$ cat config.mk
export PLATFORM = sky130hd
export DESIGN_NAME = imem_boot_ctrl
export DESIGN_NICKNAME = d
export VERILOG_FILES = /design/src/rtl/imem_boot_ctrl.sv
export SDC_FILE = /design/constraint.sdc
export NUM_CORES = 1
export LEC_CHECK = 0
export CAP_MARGIN = 0
export CORE_ASPECT_RATIO = 1.5
export CORE_MARGIN = 5
export CORE_UTILIZATION = 26
export CTS_CLUSTER_DIAMETER = 100
export DETAILED_ROUTE_END_ITERATION = 8
export PLACE_DENSITY = 0.51
export SETUP_SLACK_MARGIN = 0.3
export SLEW_MARGIN = 10
export SYNTH_ARGS = -nofsm -noshare
export SYNTH_HDL_FRONTEND = slang
export SYNTH_SLANG_ARGS = --single-unit
$ cat constraint.sdc
create_clock -name CLK -period 2.9 [get_ports CLK]
set_input_delay 0.29 -clock CLK [delete_from_list [all_inputs] [get_ports CLK]]
set_output_delay 0.29 -clock CLK [all_outputs]
set_load 0.03 [all_outputs]
$ cat src/rtl/imem_boot_ctrl.sv
// Program-load and run controller: clears the register file, streams a program into
// instruction memory, releases core reset and watches the PC for a halt or watchdog expiry.
module imem_boot_ctrl #(
    parameter int DATA_W      = 32,
    parameter int ADDR_W      = 8,
    parameter int NUM_REGS    = 32,
    parameter int RST_HOLD    = 2,
    parameter int HALT_STABLE = 4,
    parameter int MAX_CYCLES  = 1000,
    parameter int CNT_W       = 32
) (
    input  logic              CLK,
    input  logic              RST,
    input  logic              start,
    input  logic              ld_valid,
    output logic              ld_ready,
    input  logic [DATA_W-1:0] ld_data,
    input  logic              ld_last,
    output logic              imem_we,
    output logic [ADDR_W-1:0] imem_addr,
    output logic [DATA_W-1:0] imem_wdata,
    output logic              rf_we,
    output logic [4:0]        rf_addr,
    output logic [DATA_W-1:0] rf_wdata,
    output logic              core_rst,
    input  logic [DATA_W-1:0] core_pc,
    output logic              busy,
    output logic              done,
    output logic              pass,
    output logic              timeout,
    output logic [CNT_W-1:0]  cycle_count,
    output logic [ADDR_W:0]   words_loaded
);

    typedef enum logic [2:0] {
        S_IDLE  = 3'd0,
        S_CLEAR = 3'd1,
        S_LOAD  = 3'd2,
        S_HOLD  = 3'd3,
        S_RUN   = 3'd4,
        S_DONE  = 3'd5
    } state_t;

    localparam logic [4:0]        CLR_LAST   = 5'(NUM_REGS - 1);
    localparam logic [ADDR_W:0]   LOAD_LAST  = (ADDR_W + 1)'((1 << ADDR_W) - 1);
    localparam logic [ADDR_W:0]   LOAD_INC   = {{ADDR_W{1'b0}}, 1'b1};
    localparam logic [15:0]       HOLD_LAST  = 16'(RST_HOLD - 1);
    localparam logic [15:0]       STABLE_LIM = 16'(HALT_STABLE);
    localparam logic [CNT_W-1:0]  CYCLE_LIM  = CNT_W'(MAX_CYCLES);
    localparam logic [CNT_W-1:0]  CYCLE_INC  = {{(CNT_W-1){1'b0}}, 1'b1};

    state_t              state_q, state_d;
    logic [4:0]          clr_idx_q, clr_idx_d;
    logic [ADDR_W:0]     load_cnt_q, load_cnt_d;
    logic [15:0]         hold_cnt_q, hold_cnt_d;
    logic [CNT_W-1:0]    cycle_q, cycle_d;
    logic [15:0]         stable_q, stable_d;
    logic                first_q, first_d;
    logic [DATA_W-1:0]   prev_pc_q, prev_pc_d;
    logic                imem_we_q, imem_we_d;
    logic [ADDR_W-1:0]   imem_addr_q, imem_addr_d;
    logic [DATA_W-1:0]   imem_wdata_q, imem_wdata_d;
    logic                done_q, done_d;
    logic                pass_q, pass_d;
    logic                timeout_q, timeout_d;
    logic [15:0]         stable_nxt_s;
    logic [CNT_W-1:0]    cycle_nxt_s;

    // Next-state and datapath update for the boot/run sequencer.
    always_comb begin
        state_d      = state_q;
        clr_idx_d    = clr_idx_q;
        load_cnt_d   = load_cnt_q;
        hold_cnt_d   = hold_cnt_q;
        cycle_d      = cycle_q;
        stable_d     = stable_q;
        first_d      = first_q;
        prev_pc_d    = core_pc;
        imem_we_d    = 1'b0;
        imem_addr_d  = imem_addr_q;
        imem_wdata_d = imem_wdata_q;
        done_d       = done_q;
        pass_d       = pass_q;
        timeout_d    = timeout_q;
        stable_nxt_s = 16'd0;
        cycle_nxt_s  = cycle_q + CYCLE_INC;

        // The first RUN cycle has no valid previous PC to compare against.
        if (!first_q && (core_pc == prev_pc_q)) begin
            stable_nxt_s = stable_q + 16'd1;
        end else begin
            stable_nxt_s = 16'd0;
        end

        case (state_q)
            S_IDLE, S_DONE: begin
                if (start) begin
                    state_d    = S_CLEAR;
                    clr_idx_d  = 5'd0;
                    load_cnt_d = {(ADDR_W+1){1'b0}};
                    cycle_d    = {CNT_W{1'b0}};
                    done_d     = 1'b0;
                    pass_d     = 1'b0;
                    timeout_d  = 1'b0;
                end else begin
                    state_d = state_q;
                end
            end
            S_CLEAR: begin
                if (clr_idx_q == CLR_LAST) begin
                    state_d    = S_LOAD;
                    clr_idx_d  = 5'd0;
                    load_cnt_d = {(ADDR_W+1){1'b0}};
                end else begin
                    clr_idx_d = clr_idx_q + 5'd1;
                end
            end
            S_LOAD: begin
                if (ld_valid) begin
                    imem_we_d    = 1'b1;
                    imem_addr_d  = load_cnt_q[ADDR_W-1:0];
                    imem_wdata_d = ld_data;
                    load_cnt_d   = load_cnt_q + LOAD_INC;
                    // A full memory ends the load even without ld_last.
                    if (ld_last || (load_cnt_q == LOAD_LAST)) begin
                        state_d    = S_HOLD;
                        hold_cnt_d = 16'd0;
                    end else begin
                        state_d = S_LOAD;
                    end
                end else begin
                    state_d = S_LOAD;
                end
            end
            S_HOLD: begin
                if (hold_cnt_q == HOLD_LAST) begin
                    state_d  = S_RUN;
                    first_d  = 1'b1;
                    stable_d = 16'd0;
                    cycle_d  = {CNT_W{1'b0}};
                end else begin
                    hold_cnt_d = hold_cnt_q + 16'd1;
                end
            end
            S_RUN: begin
                cycle_d  = cycle_nxt_s;
                first_d  = 1'b0;
                stable_d = stable_nxt_s;
                // Halt is checked first so it wins a tie with the watchdog.
                if (stable_nxt_s == STABLE_LIM) begin
                    state_d = S_DONE;
                    done_d  = 1'b1;
                    pass_d  = 1'b1;
                end else if (cycle_nxt_s == CYCLE_LIM) begin
                    state_d   = S_DONE;
                    done_d    = 1'b1;
                    timeout_d = 1'b1;
                end else begin
                    state_d = S_RUN;
                end
            end
            default: begin
                state_d = S_IDLE;
            end
        endcase
    end

    // State and datapath registers with synchronous reset.
    always_ff @(posedge CLK) begin
        if (RST) begin
            state_q      <= S_IDLE;
            clr_idx_q    <= 5'd0;
            load_cnt_q   <= {(ADDR_W+1){1'b0}};
            hold_cnt_q   <= 16'd0;
            cycle_q      <= {CNT_W{1'b0}};
            stable_q     <= 16'd0;
            first_q      <= 1'b0;
            prev_pc_q    <= {DATA_W{1'b0}};
            imem_we_q    <= 1'b0;
            imem_addr_q  <= {ADDR_W{1'b0}};
            imem_wdata_q <= {DATA_W{1'b0}};
            done_q       <= 1'b0;
            pass_q       <= 1'b0;
            timeout_q    <= 1'b0;
        end else begin
            state_q      <= state_d;
            clr_idx_q    <= clr_idx_d;
            load_cnt_q   <= load_cnt_d;
            hold_cnt_q   <= hold_cnt_d;
            cycle_q      <= cycle_d;
            stable_q     <= stable_d;
            first_q      <= first_d;
            prev_pc_q    <= prev_pc_d;
            imem_we_q    <= imem_we_d;
            imem_addr_q  <= imem_addr_d;
            imem_wdata_q <= imem_wdata_d;
            done_q       <= done_d;
            pass_q       <= pass_d;
            timeout_q    <= timeout_d;
        end
    end

    assign ld_ready     = (state_q == S_LOAD);
    assign busy         = (state_q != S_IDLE) && (state_q != S_DONE);
    assign core_rst     = (state_q != S_RUN);
    assign rf_we        = (state_q == S_CLEAR);
    assign rf_addr      = clr_idx_q;
    assign rf_wdata     = {DATA_W{1'b0}};
    assign imem_we      = imem_we_q;
    assign imem_addr    = imem_addr_q;
    assign imem_wdata   = imem_wdata_q;
    assign done         = done_q;
    assign pass         = pass_q;
    assign timeout      = timeout_q;
    assign cycle_count  = cycle_q;
    assign words_loaded = load_cnt_q;

endmodule

---- Word-level counts from Yosys, hierarchy flattened ----
Index checks and enable logic that the tools add are counted.
word-level totals
  flip-flop bits (word level) ............. 158
  bits in latches ......................... 0
  RAM bits ................................ 0
  ROM bits ................................ 0
  input bits .............................. 69
  output and inout port bits .............. 126
  memories kept ........................... 0
operators by class
  $add $sub $neg .......................... 5
  multiply operators ...................... 0
  div/mod/pow operators ................... 0
  magnitude comparators ................... 0
  equal/unequal tests ..................... 23
  shift-type cells ........................ 0
  mux-type cells .......................... 36
  bitwise operators ....................... 1
  reductions and logical operators ........ 24
operators with widths
  kind                   number
  $pmux 32 s3            1
  $mux 16                5
  $mux 32                2
  $pmux 16 s2            2
  $add 16x1->16 const B  2
  $add 32x1->32 const B  1
  $eq 32x10->1 const B   1
  $eq 32x32->1           1
  $mux 9                 3
  $pmux 9 s3             1
  $eq 16x1->1 const B    1
  $eq 16x3->1 const B    1
  $pmux 3 s5             1
  $ne 2x2->1 const B     7
  $mux 3                 4
  $reduce_and 3->1       4
  $reduce_and 4->1       3
  $mux 1                 10
  $mux 5                 2
  $pmux 5 s2             1
  $add 9x1->9 const B    1
  $eq 9x8->1 const B     1
  $ne 3x3->1 const B     3
  $reduce_bool 3->1      3
  15 further kinds       28

---- Logic depth before layout (Yosys ltp) ----
  depth after elaboration ................. 6
  mapped depth ............................ 11
  gate-level depth less buffers ........... 11

---- Least setup slack after synthesis ----
OpenSTA, ideal clock, no wires.
  kind .................................... register to register
  start point ............................. reg cycle_q[0], in the netlist cycle_count[0]
  end point ............................... reg cycle_q[30], in the netlist cycle_count[30]
  library setup time ...................... 91 ps
  arrival ................................. 2384 ps
  data required time ...................... 2809 ps
  path slack .............................. 425 ps
  stages on the path, launching flop included .. 10
  buffers on the path ..................... 1
  clock period less this slack ............ 2475 ps
  cells stage by stage .................... dfxtp_1 -> ha_1 -> clkbuf_1 -> inv_1 -> nor3_4 -> nand4_2 -> or3_1 -> nor2_2 -> a31oi_1 -> a311oi_1
on the way
  word-level cells in the longest chain between the ends .. 2
ends and longest elaborated chain
  element                 RTL line  text
  start, declared         56        logic [CNT_W-1:0] cycle_q, cycle_d;
  start signal, assigned  175       cycle_q <= {CNT_W{1'b0}};
  start signal, assigned  190       cycle_q <= cycle_d;
  $add 32x1->32           86        cycle_nxt_s = cycle_q + CYCLE_INC;
  $pmux 32 s3             95        case (state_q)
No other way between the ends.
A chain may end at the register's enable or synchronous reset.

---- Worst setup path after layout ----
  start point ............................. reg state_q[1]
  end point ............................... out ld_ready
on the way
  word-level cells in the longest chain between the ends .. 1
ends and longest elaborated chain
  element                 RTL line  text
  start, declared         52        state_t state_q, state_d;
  start signal, assigned  186       state_q <= state_d;
  $eq 3x2->1              203       assign ld_ready = (state_q == S_LOAD);
  end, declared           16        output logic ld_ready,
No other way between the ends.

==> impl_metrics.toml <==
[status]
status = "finished, final reports clean"

[logic_synthesis]
synth_xor_area_share_pct = 7.51
netlist_area_mm2 = 0.00805
yosysSeqAreaShare_pct = 39.3
synth_cell_types = 74
synth_top_family_by_area = "simple AND/OR/NAND/NOR gates"
ys_seq_elements = 158
async_flop_share_pct = 0
synth-simple-area-share_pct = 28.6
synth_compound_area_share_pct = 15.2
ys.flop_type = "dfxtp_1"
synthMuxAreaShare_pct = 0.684
synth_warnings = 0
synth_fa_ha_area_share_pct = 1.40
synth_edf_count = 0
synth_cells = 982
synth.avg_cell_area_um2 = 8.20

[setup_path]
crit_path_max_fanout = 9
r2r_start = "cycle_count[13]"
setup.worst_path.class = "flop to primary output"
r2r-end = "state_q[0]"
worst_ep_required_time_ns = 2.61
cp_data_arrival_time_ns = 2.19
reg2reg_setup_slack_ns = 0.54
path_cells = "nor2b_1, and2_1, clkdlybuf4s50_1"
cp-end-kind = "primary output"
cpPeakStageDelay_ns = 0.72
startpoint_type = "flop"
reg2reg_depth = 7
slowest_stage = "clkdlybuf4s50_1"

[worst_hold_path]
min_to = "imem_wdata[15]"
hold_path.class = "input pin to flop"
worstHoldStart = "RST"
hold_depth = 2

[sta]
period_minus_slack_ns = 2.48
holdWs_ns = 0.231
report.final.slew_viol_count = 0
fmax_mhz = 404
period_share_pct = 85.4
rsz0062_at_grt = "no"
setup_viol = 0
tightestPinTransition_ns = 0.573
clock_skew_ns = 0.00767
max_slew_margin_pct = 61.7
setup-tns-final_ns = 0
finalHoldViolations = 0

[clocking]
cts_root_buffer = "clkbuf_16"
clk_pin_slew_ns = 0.07
cts_buffers = 17
clkSinkCount = 158
clock_latency_ns = 0.43
ctsHoldBuffers = 0
clockBufferDepth = 2
htreeDepth = 4
cts_tree = "done"

[power]
ir_drop_mv = 0.412
leakagePower_nw = 3.53
seq_power_share_pct = 43.6
sw_frac_of_total_pct = 28.4
power_frac_clock_pct = 41.7
internal_power_w = 0.00377
combPwrFrac_pct = 14.7
power.density_mw_per_mm2 = 495
power_switching_w = 0.00150

[routing]
vias = 7308
ant_nets = 0
avgRoutedWirePerCell_um = 14.9
drt-initial-drc-count = 400
vias_per_cell = 4.76
drc_errors = 0
wl_um = 22800
firstDrtPassIters = 5

[die]
dieArea_mm2 = 0.0347
die_x_um = 154
row_count = 79
core_area_mm2 = 0.0308
start_util_pct = 26.1
die_h_um = 226
io_pins = 195

[global_routing]
grt_max_degree = 90
grt.overflow.total = 0
grt_first_pass_wirelength_um = 36600
grt_pass1_vias = 6733
grt_antenna_before_repair = 0
grt_use_total_pct = 12.9

[cells_and_area]
drive_gt1_share_pct = 9.02
final_nets = 1196
syn_to_final_growth_pct = 32.1
seq_area_mm2 = 0.00317
layout_common_cells = "clkdlybuf4s50_1 (161), dfxtp_1 (151), nand2_1 (136), a21oi_1 (88), nor2_1 (71)"
multiInputGateArea_mm2 = 0.00449
layout.cells.most_common = "clkdlybuf4s50_1"
antenna_cells = 0
fill_cells = 3229

[place]
routabilityCongestion = 0.764
hpwl_um = 16300
port_buffers = 162

[flow_run]
cap_viol_max_count = 0
==> worst max-delay path by stage <==
stage	end	startpoint	cells after the start
4_1_cts	ld_ready	state_q[1]	3
3_3_place_gp	timeout	core_pc[26]	9
6_report	ld_ready	state_q[1]	3
3_5_place_dp	stable_q[14]	core_pc[0]	10
5_1_grt	done	stable_q[7]	7
2_1_floorplan	cycle_count[30]	cycle_count[0]	9
==> flip-flops by register name (all words and copies together) (netlist names) <==
| name | count |
|---|---|
| state_q | 3 |
| cycle_count | 32 |
| stable_q | 16 |
| imem_we | 1 |
| imem_addr | 8 |
| hold_cnt_q | 16 |
| done | 1 |
| pass | 1 |
| first_q | 1 |
| timeout | 1 |
| words_loaded | 9 |
| prev_pc_q | 32 |
| rf_addr | 5 |
| imem_wdata | 32 |
==> power groups by stage <==
stage	Clock (W)	Sequential, W	Combinational [W]
6_report	0.00220	0.00230	0.000772
3_5_place_dp	0	0.00234	0.000779
5_1_grt	0.00237	0.00231	0.000838
4_1_cts	0.00229	0.00230	0.000785
3_3_place_gp	0	0.00234	0.000776
2_1_floorplan	0	0.00238	0.000444
==> synthesized netlist by cell type, types with 21 or more instances <==
master	instances	area [µm²]
o21ai_0	34	170
nand3_1	32	160
clkbuf_1	48	180
nor2_1	71	267
nand2_1	136	510
nand4_1	33	206
xnor2_1	52	455
a21oi_1	88	440
a311oi_1	21	184
nor3_1	24	120
buf_4	37	278
dfxtp_1	158	3160
nor2b_1	39	244
==> per-layer routing <==
metal,global-route usage [%],vias up,share of wire [%]
li1,-,3665,-
met1,15.7,3397,43
met2,22.1,222,49
met3,3.88,24,6.6
met4,4.08,0,1.6
met5,0,-,0
==> metrics by stage <==
step	power, W	cells	worst slack (ns)	utilization, %	cell area [µm²]
finish	0.00527	1536	0.424	34.5	10600
global placement	0.00312	1503	0.309	32.4	9990
global route	0.00552	1536	0.305	34.5	10600
CTS	0.00538	1535	0.269	34.3	10600
floorplan	0.00283	1013	0.425	-	8170
detailed placement	0.00312	1503	0.254	32.4	9990
==> worst max-delay path, delay by kind of cell, from the launching register on <==
| family | cells | cell delay, ns |
|---|---|---|
| flip-flops | 1 | 0.45 |
| AND/OR/NAND/NOR | 2 | 0.58 |
| buffers and inverters | 1 | 0.72 |
==> cell families after synthesis <==
kind of cell,count (synthesis)
AO/OA/AOI/OAI,193
XOR/XNOR,69
adder cells (fa/ha/maj),9
buffers and inverters,115
flip-flops,158
multiplexers,5
other,1
AND/OR/NAND/NOR,432
==> layout make-up <==
| type | instances | share of cell area (%) |
|---|---|---|
| Timing Repair Buffer | 187 | 17.3 |
| Multi-Input combinational cell | 740 | 42.2 |
| Tap cell | 405 | 4.76 |
| Clock buffer | 18 | 4.13 |
| Sequential cell | 158 | 29.8 |
| Inverter | 14 | 0.494 |
| Clock inverter | 14 | 1.25 |
==> repair_timing <==
action                                  4_1_cts  5_1_grt
gates cloned                                  0        0
setup buffers                                 0        1
endpoints found under the setup margin        1       15
pin swaps                                     0        2
resized for setup                             1       16
(Power assumes the default switching activity.)
